[config.mk]
export PLATFORM = sky130hd
export DESIGN_NAME = sort_mem_arbiter
export DESIGN_NICKNAME = d
export VERILOG_FILES = /design/src/rtl/sort_pkg.sv /design/src/rtl/sort_wdog_cnt.sv /design/src/rtl/sort_mem_arbiter.sv
export SDC_FILE = /design/constraint.sdc
export NUM_CORES = 1
export LEC_CHECK = 0
export CORE_ASPECT_RATIO = 0.75
export CORE_MARGIN = 2
export CORE_UTILIZATION = 27
export DETAILED_ROUTE_END_ITERATION = 6
export PLACE_DENSITY_LB_ADDON = 0.15
export SLEW_MARGIN = 40
export SYNTH_ARGS = -nofsm -noshare
export SYNTH_HDL_FRONTEND = slang
export SYNTH_SLANG_ARGS = --single-unit
export TNS_END_PERCENT = 10
[constraint.sdc]
create_clock -name clk -period 1.15 [get_ports clk]
set_clock_uncertainty 0.1 [all_clocks]
set_input_delay 0.23 -clock clk [delete_from_list [all_inputs] [get_ports clk]]
set_output_delay 0.23 -clock clk [all_outputs]
set_load 0.01 [all_outputs]
[src/rtl/sort_pkg.sv]
// rtl/sort_pkg.sv - shared defaults and FSM state encoding for the sort RAM arbiter
package sort_pkg;

  localparam int unsigned SORT_AW = 4;
  localparam int unsigned SORT_DW = 8;

  typedef logic [1:0] state_t;

  localparam logic [1:0] ST_IDLE   = 2'd0;
  localparam logic [1:0] ST_HOST   = 2'd1;
  localparam logic [1:0] ST_LAUNCH = 2'd2;
  localparam logic [1:0] ST_RUN    = 2'd3;

endpackage

[src/rtl/sort_wdog_cnt.sv]
// rtl/sort_wdog_cnt.sv - RUN-phase watchdog counter, flags the cycle on which the count reaches 2**W-1
module sort_wdog_cnt #(
  parameter int unsigned W = 10
) (
  input  logic clk,
  input  logic rst,
  input  logic clr_i,
  input  logic inc_i,
  output logic expire_o
);

  // Last counting cycle: the value held is 2**W-2, so this increment would reach the limit.
  localparam logic [W-1:0] LAST = {{(W-1){1'b1}}, 1'b0};

  logic [W-1:0] cnt_q, cnt_d;

  always_comb begin
    cnt_d = cnt_q;
    if (clr_i) begin
      cnt_d = '0;
    end else if (inc_i) begin
      cnt_d = cnt_q + 1'b1;
    end
  end

  always_ff @(posedge clk) begin
    if (rst) begin
      cnt_q <= '0;
    end else begin
      cnt_q <= cnt_d;
    end
  end

  assign expire_o = inc_i && (cnt_q == LAST);

endmodule

[src/rtl/sort_mem_arbiter.sv]
// rtl/sort_mem_arbiter.sv - shares the single-port sort RAM between host and sort CONTROL; watchdog under `SORT_WDOG_EN
module sort_mem_arbiter
  import sort_pkg::*;
#(
  parameter int unsigned AW        = SORT_AW,
  parameter int unsigned DW        = SORT_DW,
  parameter int unsigned TIMEOUT_W = 10
) (
  input  logic          clk,
  input  logic          rst,
  input  logic          host_req,
  input  logic          host_we,
  input  logic [AW-1:0] host_addr,
  input  logic [DW-1:0] host_wdata,
  output logic          host_gnt,
  output logic [DW-1:0] host_rdata,
  output logic          host_rvalid,
  input  logic          sort_req,
  output logic          sort_start,
  input  logic          sort_done,
  input  logic          sort_rd,
  input  logic          sort_wr,
  input  logic [AW-1:0] sort_addr,
  input  logic [DW-1:0] sort_wdata,
  output logic [DW-1:0] sort_rdata,
  output logic          mem_en,
  output logic          mem_we,
  output logic [AW-1:0] mem_addr,
  output logic [DW-1:0] mem_wdata,
  input  logic [DW-1:0] mem_rdata,
  output logic          busy,
  output logic          job_done,
  output logic          err
);

  state_t        state_q, state_d;
  logic          pend_q, pend_d;
  logic          rvalid_q, rvalid_d;
  logic          job_done_q, job_done_d;
  logic [DW-1:0] rdata_q, rdata_d;
  logic          wdog_expire;

`ifdef SORT_WDOG_EN
  logic err_q, err_d;

  sort_wdog_cnt #(.W(TIMEOUT_W)) u_wdog (
    .clk      (clk),
    .rst      (rst),
    .clr_i    (state_q == ST_LAUNCH),
    .inc_i    (state_q == ST_RUN),
    .expire_o (wdog_expire)
  );

  assign err_d = err_q | ((state_q == ST_RUN) & ~sort_done & wdog_expire);

  always_ff @(posedge clk) begin
    if (rst) begin
      err_q <= 1'b0;
    end else begin
      err_q <= err_d;
    end
  end

  assign err = err_q;
`else
  assign wdog_expire = 1'b0;
  assign err         = 1'b0;
`endif

  // A sort request always beats a host request in IDLE; the host is never preempted once granted.
  always_comb begin
    state_d    = state_q;
    pend_d     = pend_q;
    job_done_d = 1'b0;
    case (state_q)
      ST_IDLE: begin
        if (sort_req || pend_q) begin
          state_d = ST_LAUNCH;
        end else if (host_req) begin
          state_d = ST_HOST;
        end
      end
      ST_HOST: begin
        if (sort_req) begin
          pend_d = 1'b1;
        end
        if (!host_req) begin
          state_d = ST_IDLE;
        end
      end
      ST_LAUNCH: begin
        pend_d  = 1'b0;
        state_d = ST_RUN;
      end
      ST_RUN: begin
        if (sort_done) begin
          state_d    = ST_IDLE;
          job_done_d = 1'b1;
        end else if (wdog_expire) begin
          state_d = ST_IDLE;
        end
      end
      default: state_d = ST_IDLE;
    endcase
  end

  always_comb begin
    mem_en    = 1'b0;
    mem_we    = 1'b0;
    mem_addr  = '0;
    mem_wdata = '0;
    case (state_q)
      ST_HOST: begin
        if (host_req) begin
          mem_en    = 1'b1;
          mem_we    = host_we;
          mem_addr  = host_addr;
          mem_wdata = host_wdata;
        end
      end
      ST_RUN: begin
        mem_en    = sort_rd | sort_wr;
        mem_we    = sort_wr;
        mem_addr  = sort_addr;
        mem_wdata = sort_wdata;
      end
      default: ;
    endcase
  end

  // RAM data lands one cycle after the read; keep a copy so host_rdata holds after the valid cycle.
  assign rvalid_d = (state_q == ST_HOST) & host_req & ~host_we;
  assign rdata_d  = rvalid_q ? mem_rdata : rdata_q;

  always_ff @(posedge clk) begin
    if (rst) begin
      state_q    <= ST_IDLE;
      pend_q     <= 1'b0;
      rvalid_q   <= 1'b0;
      job_done_q <= 1'b0;
      rdata_q    <= '0;
    end else begin
      state_q    <= state_d;
      pend_q     <= pend_d;
      rvalid_q   <= rvalid_d;
      job_done_q <= job_done_d;
      rdata_q    <= rdata_d;
    end
  end

  assign host_gnt    = (state_q == ST_HOST);
  assign host_rvalid = rvalid_q;
  assign host_rdata  = rdata_d;
  assign sort_start  = (state_q == ST_LAUNCH);
  assign busy        = (state_q == ST_LAUNCH) || (state_q == ST_RUN);
  assign job_done    = job_done_q;
  assign sort_rdata  = mem_rdata;

endmodule

* Yosys cells after proc, flatten, opt, wreduce, memory -nomap -nowiden
Index checks and enable logic that the tools add are counted.
** Cells by class
- Reductions and logical operators :: 7
- Equality and inequality tests :: 7
- Bitwise logic cells :: 5
- Muxes and demuxes :: 17
** Operators with widths (number)
- $mux W8 :: 2
- $pmux W8 S2 :: 1
- $mux W2 :: 4
- $pmux W2 S4 :: 1
- $pmux W4 S2 :: 1
- $pmux W1 S2 :: 3
- $eq A2 B2 Y1 const B :: 2
- $mux W1 :: 4
- $mux W4 :: 1
- $ne A2 B2 Y1 const B :: 2
- $ne A3 B3 Y1 const B :: 1
- $reduce_and A3 Y1 :: 1
- $and A1 B1 Y1 :: 2
- $eq A2 B1 Y1 const B :: 1
- $logic_not A2 Y1 :: 1
- $logic_or A1 B1 Y1 :: 2
- $ne A2 B1 Y1 const B :: 1
- $not A1 Y1 :: 2
- $reduce_and A2 Y1 :: 1
- $reduce_bool A2 Y1 :: 1
- $reduce_or A2 Y1 :: 1
- $or A1 B1 Y1 :: 1
** Word-level totals
- Bits in registers :: 13
- Word-level logic and storage cells :: 41
- Input port bits :: 40
- Output and inout bits :: 36

* Logic depth before layout (Yosys ltp)
- Depth after elaboration :: 3
- Depth in mapped cells :: 4
- Depth with buffers taken out :: 3

* Worst setup path after synthesis
No wires, ideal clock.
- Path type :: register to register
- From :: register rvalid_q (netlist: host_rvalid)
- To :: register rdata_q[0]
- Setup time :: 128 ps
- Cell stages (with the launch flop) :: 4
- Data arrival time :: 1077 ps
- Buffers on the path :: 1
- Clock period less this slack :: 1305 ps
- Path slack :: -155 ps
- Data required time :: 922 ps
- Cells stage by stage :: dfxtp_1 buf_2 mux2_1 nor2b_1
** Between the ends
- Longest elaborated chain between the ends :: 1
** RTL lines
- start: declaration :: RTL line sort_mem_arbiter.sv:38 : logic rvalid_q, rvalid_d;
- start signal: assignment :: RTL line sort_mem_arbiter.sv:145 : rvalid_q <= rvalid_d;
- $mux W8 :: RTL line sort_mem_arbiter.sv:133 : assign rdata_d = rvalid_q ? mem_rdata : rdata_q;
- net host_rdata[0] :: RTL line sort_mem_arbiter.sv:16 : output logic [DW-1:0] host_rdata,
- end signal: assignment :: RTL line sort_mem_arbiter.sv:147 : rdata_q <= rdata_d;
- end: declaration :: RTL line sort_mem_arbiter.sv:40 : logic [DW-1:0] rdata_q, rdata_d;
The timed path passes the listed nets, and every way through them passes these cells.
A chain may end at the register's enable or synchronous reset.

* Worst setup path in the final report
- From :: register state_q[1]
- To :: output port mem_wdata[6]
** Between the ends
- Longest elaborated chain between the ends :: 2
- Elaborated cells on any way between the ends :: 3
- Those cells by class :: eq/ne: 2; mux: 1
** RTL lines
- start: declaration :: RTL line sort_mem_arbiter.sv:36 : state_t state_q, state_d;
- start signal: assignment :: RTL line sort_mem_arbiter.sv:143 : state_q <= state_d;
- $eq A2 B2 Y1 / $eq A2 B1 Y1 (equally long branches) :: RTL line sort_mem_arbiter.sv:112 : case (state_q)
- $pmux W8 S2 (*) :: RTL line sort_mem_arbiter.sv:112
- end: declaration :: RTL line sort_mem_arbiter.sv:29 : output logic [DW-1:0] mem_wdata,
Every way passes the cells marked *; elsewhere a longest branch is shown, timed or not.

==> results by stage <==
Yosys:
- Sorting the synthesized cells by how often they occur yields sky130_fd_sc_hd__nor2b_1, sky130_fd_sc_hd__dfxtp_1, sky130_fd_sc_hd__a22oi_1.
- The post-synthesis register bit count is 13.
- The cell area after technology mapping is 795 um2.
- The top cell type by area accounts for 32.8% of the synthesized area.
- The number of flops mapped to enable cells by yosys is 0.
- Sequential cells were found to cover 32.8% of the synthesized design area.
- Averaged over all synthesized cells, the footprint is 8.64 um2.
- The post-synthesis instance total is 92.
- The count of yosys warnings during synthesis is 0.
- The fraction of registers with async set or reset after synthesis is 0%.
- The dominant register cell in the synthesized netlist is sky130_fd_sc_hd__dfxtp_1.
- The number of distinct library cells after synthesis is 23.
- The number of nets produced by synthesis is 132.
- The largest area contributor in the netlist is sky130_fd_sc_hd__dfxtp_1.
- Ranked by total cell area, the synthesized netlist is headed by sky130_fd_sc_hd__dfxtp_1, sky130_fd_sc_hd__nor2b_1, sky130_fd_sc_hd__a22oi_1.
- The cell with the most instances after synthesis is sky130_fd_sc_hd__nor2b_1.

Setup path:
- The worst setup path is of the flop to output port kind.
- For the worst setup path, the data required time is 0.82 ns.
- The launching element type of the critical path is a flop.
- Traced cell by cell, the critical path runs through nor2b_4, buf_6, a22oi_1, nor2b_1, buf_2.
- In this run the critical register-to-register path is captured at state_q[0].
- The delay of the slowest critical-path stage is 0.36 ns.
- In this run the register-to-register setup slack is -0.02 ns.
- At the worst endpoint, the arrival time is 1.21 ns.
- The worst setup path is captured at an output port.
- The start point of the critical path is state_q[1].
- The kind of cell with the highest combined delay along the critical path is flip-flops.
- Together, buffers and inverters on the worst path number 2.
- The highest fanout seen on the critical path is 6.
- The count of cell instances traversed by the critical path is 5.
- In this run the critical register-to-register path is launched from state_q[1].
- The highest-delay cell along the critical path is sky130_fd_sc_hd__dfxtp_4.
- Measured in cells, the most critical reg-to-reg path has a length of 6.
- The capture point of the worst path is mem_wdata[6].

Die:
- The area enclosed by the die boundary is 3400 um2.
- The top-level port count is 76.
- The floorplan has 17 rows.
- The floorplan step defined a core boundary enclosing 2870 um2.
- The die is 66.6 um wide.
- From bottom edge to top edge, the die measures 51.0 um.
- For this configuration, the core starts out at a cell density of 27.7%.

Global route:
- The overall overflow remaining after global route is 0.
- The via count of the first global-routing pass was 884.
- For this run, the total global-route usage over all layers was measured as 16.5%.
- The global-route wire length before repair is 4250 um.
- Entering global routing, the biggest net connects 8 pins.
- The initial antenna violation count is 0.

Clock tree:
- The later pin in the worst-skew pair is clocked with a latency of 0.24 ns.
- The longest clock path from root to sink contains 2 buffers.
- The number of clock sinks is 13.
- The H-tree depth is 1.
- The tree is rooted in a sky130_fd_sc_hd__clkbuf_8.
- Hold repair after CTS inserted 0 buffers.
- TritonCTS created 3 clock buffers.
- Clock-pin slew was measured on the worst setup and hold paths at 0.05 ns.
- The TritonCTS clock tree is built.

Timing:
- The slack of the critical path is -0.394 ns.
- The number of max-slew violations in the final report came to 0.
- Setup repair after global routing could not meet its margin everywhere.
- The timing-limited maximum frequency is 648 MHz.
- The final critical-path share of the clock period is 134%.
- The final period demand of the worst path is 1.54 ns.
- Setup violations remaining at the end of the flow were counted as 28.
- The number of failing hold endpoints at the final stage was 0.
- On the final layout, the worst hold slack is 0.396 ns.

Route:
- The routed layout has 940 vias.
- After detailed routing, the average wire length per cell comes to 12.9 um.
- The number of DRC violations after detailed-routing iteration 0 is 13.
- The first TritonRoute pass finished after 3 iterations.
- Using the TritonRoute via totals, the vias-per-cell ratio works out to 4.39.
- For this block, the routed nets add up to 2760 um of wire.
- The detail route stage leaves a number of antenna-violating nets equal to 0.
- For this run, design rule violations remaining after detail routing come to 0.

Placement:
- In this run the cell area measured after placement is 1580 um2.
- During placement, the flow inserted port buffers numbering 74.
- The number of placed instances with taps included is 201.
- The last weighted congestion value of the routability-driven placer is 0.651.
- The half-perimeter wire length of the detailed placement result is 2050 um.

Final layout:
- The fraction of final layout cells sized beyond drive strength 1 is 46.6%.
- The area growth from synthesis to layout is 115%.
- The count of inserted antenna diode cells is 0.
- After routing the design area is 1710 um2.
- Cells fill 59.6% of the core in the end.
- Leaving out filler cells and counting taps, the final layout contains 214.
- The final layout contains 217 nets.
- After filler insertion, the fill cell instance count of the layout stands at 275.

Power:
- The power per cell area is 829 nW/um2.
- The static leakage power is 0.771 nW.
- The largest vdd supply drop is 0.670 mV.

Run:
- Max-cap violations in this run came to 0.

Hold path:
- The class of the most critical hold timing path is primary input to flop.

Status:
- The flow ran to the end, but the final reports show violations.
- The checks that failed: setup timing.
==> metrics by stage <==
step | setup TNS [ns] | power (mW) | setup WS [ns]
6_report | -8.58 | 1.42 | -0.394
5_1_grt | -10.34 | 1.51 | -0.477
4_1_cts | -8.64 | 1.40 | -0.383
3_5_place_dp | -24.78 | 1.01 | -1.02
3_3_place_gp | -24.03 | 1.00 | -0.988
2_1_floorplan | -0.521 | 0.704 | -0.0360
==> state kept, by name, indices dropped and copies added (netlist names) <==
name / flops
host_rvalid: 1
pend_q: 1
rdata_q: 8
state_q: 2
job_done: 1
==> worst min path at each step <==
stage,start,endpoint,slack [ns],cells after the start
finish,host_req,host_rvalid,0.40,3
floorplan,rst,rdata_q[3],0.20,1
detailed placement,state_q[0],job_done,0.43,2
global placement,state_q[0],job_done,0.43,2
CTS,host_req,host_rvalid,0.37,3
global route,host_req,host_rvalid,0.39,3
==> cells in the final DEF (no fill, tap or decap), types with 3 or more instances in the layout <==
cell type | synthesis | final
sky130_fd_sc_hd__clkdlybuf4s50_1 | 0 | 30
sky130_fd_sc_hd__nand2_1 | 4 | 4
sky130_fd_sc_hd__buf_4 | 11 | 13
sky130_fd_sc_hd__mux2_4 | 0 | 8
sky130_fd_sc_hd__a22oi_1 | 12 | 4
sky130_fd_sc_hd__dfxtp_4 | 0 | 3
sky130_fd_sc_hd__dfxtp_1 | 13 | 10
sky130_fd_sc_hd__a22oi_2 | 0 | 8
sky130_fd_sc_hd__nor2_1 | 3 | 3
sky130_fd_sc_hd__clkbuf_8 | 0 | 3
sky130_fd_sc_hd__buf_6 | 0 | 17
sky130_fd_sc_hd__nor2b_1 | 21 | 19
sky130_fd_sc_hd__nor2b_4 | 0 | 3
sky130_fd_sc_hd__buf_2 | 2 | 24
sky130_fd_sc_hd__dlygate4sd2_1 | 0 | 10
==> timing repair <==
item	4_1_cts	5_1_grt
gates resized for setup	170	17
endpoints found under the setup margin	45	33
endpoints found under the hold margin	0	0
pin swaps	0	8
setup buffers	7	1
cloned	1	0
==> per-layer routing <==
layer	global-route usage [%]	share of wire (%)	vias up
li1	-	-	470
met1	22.5	44	438
met2	26.3	50	30
met3	4.19	5.8	2
met4	3.40	0.43	0
met5	0	0	-
==> area by class of cell <==
class	instances	area, um2	area share, %
clock buffer	4	45.0	2.63
inverter	1	3.75	0.219
multi-input combinational	62	524	30.7
timing repair buffer	96	818	47.8
sequential	13	272	15.9
tap	38	47.5	2.78
==> where the power goes <==
part / switching (mW) / internal [mW]
Combinational: 0.216 / 0.328
Sequential: 0.0157 / 0.466
Clock: 0.149 / 0.244
==> worst min-delay path, delay by kind of cell <==
kind	cells	cell delay, ns
buffers and inverters	2	0.34
and+or+nand+nor	1	0.13
==> cell families after synthesis <==
group	count (synthesis)	share of synthesized area (%)
buffers and inverters	17	13.5
AO/OA/AOI/OAI	19	16.5
multiplexers	8	11.3
AND/OR/NAND/NOR	34	25.4
other	1	0.472
flip-flops	13	32.8
No activity file was read; power rests on OpenSTA's default activity.
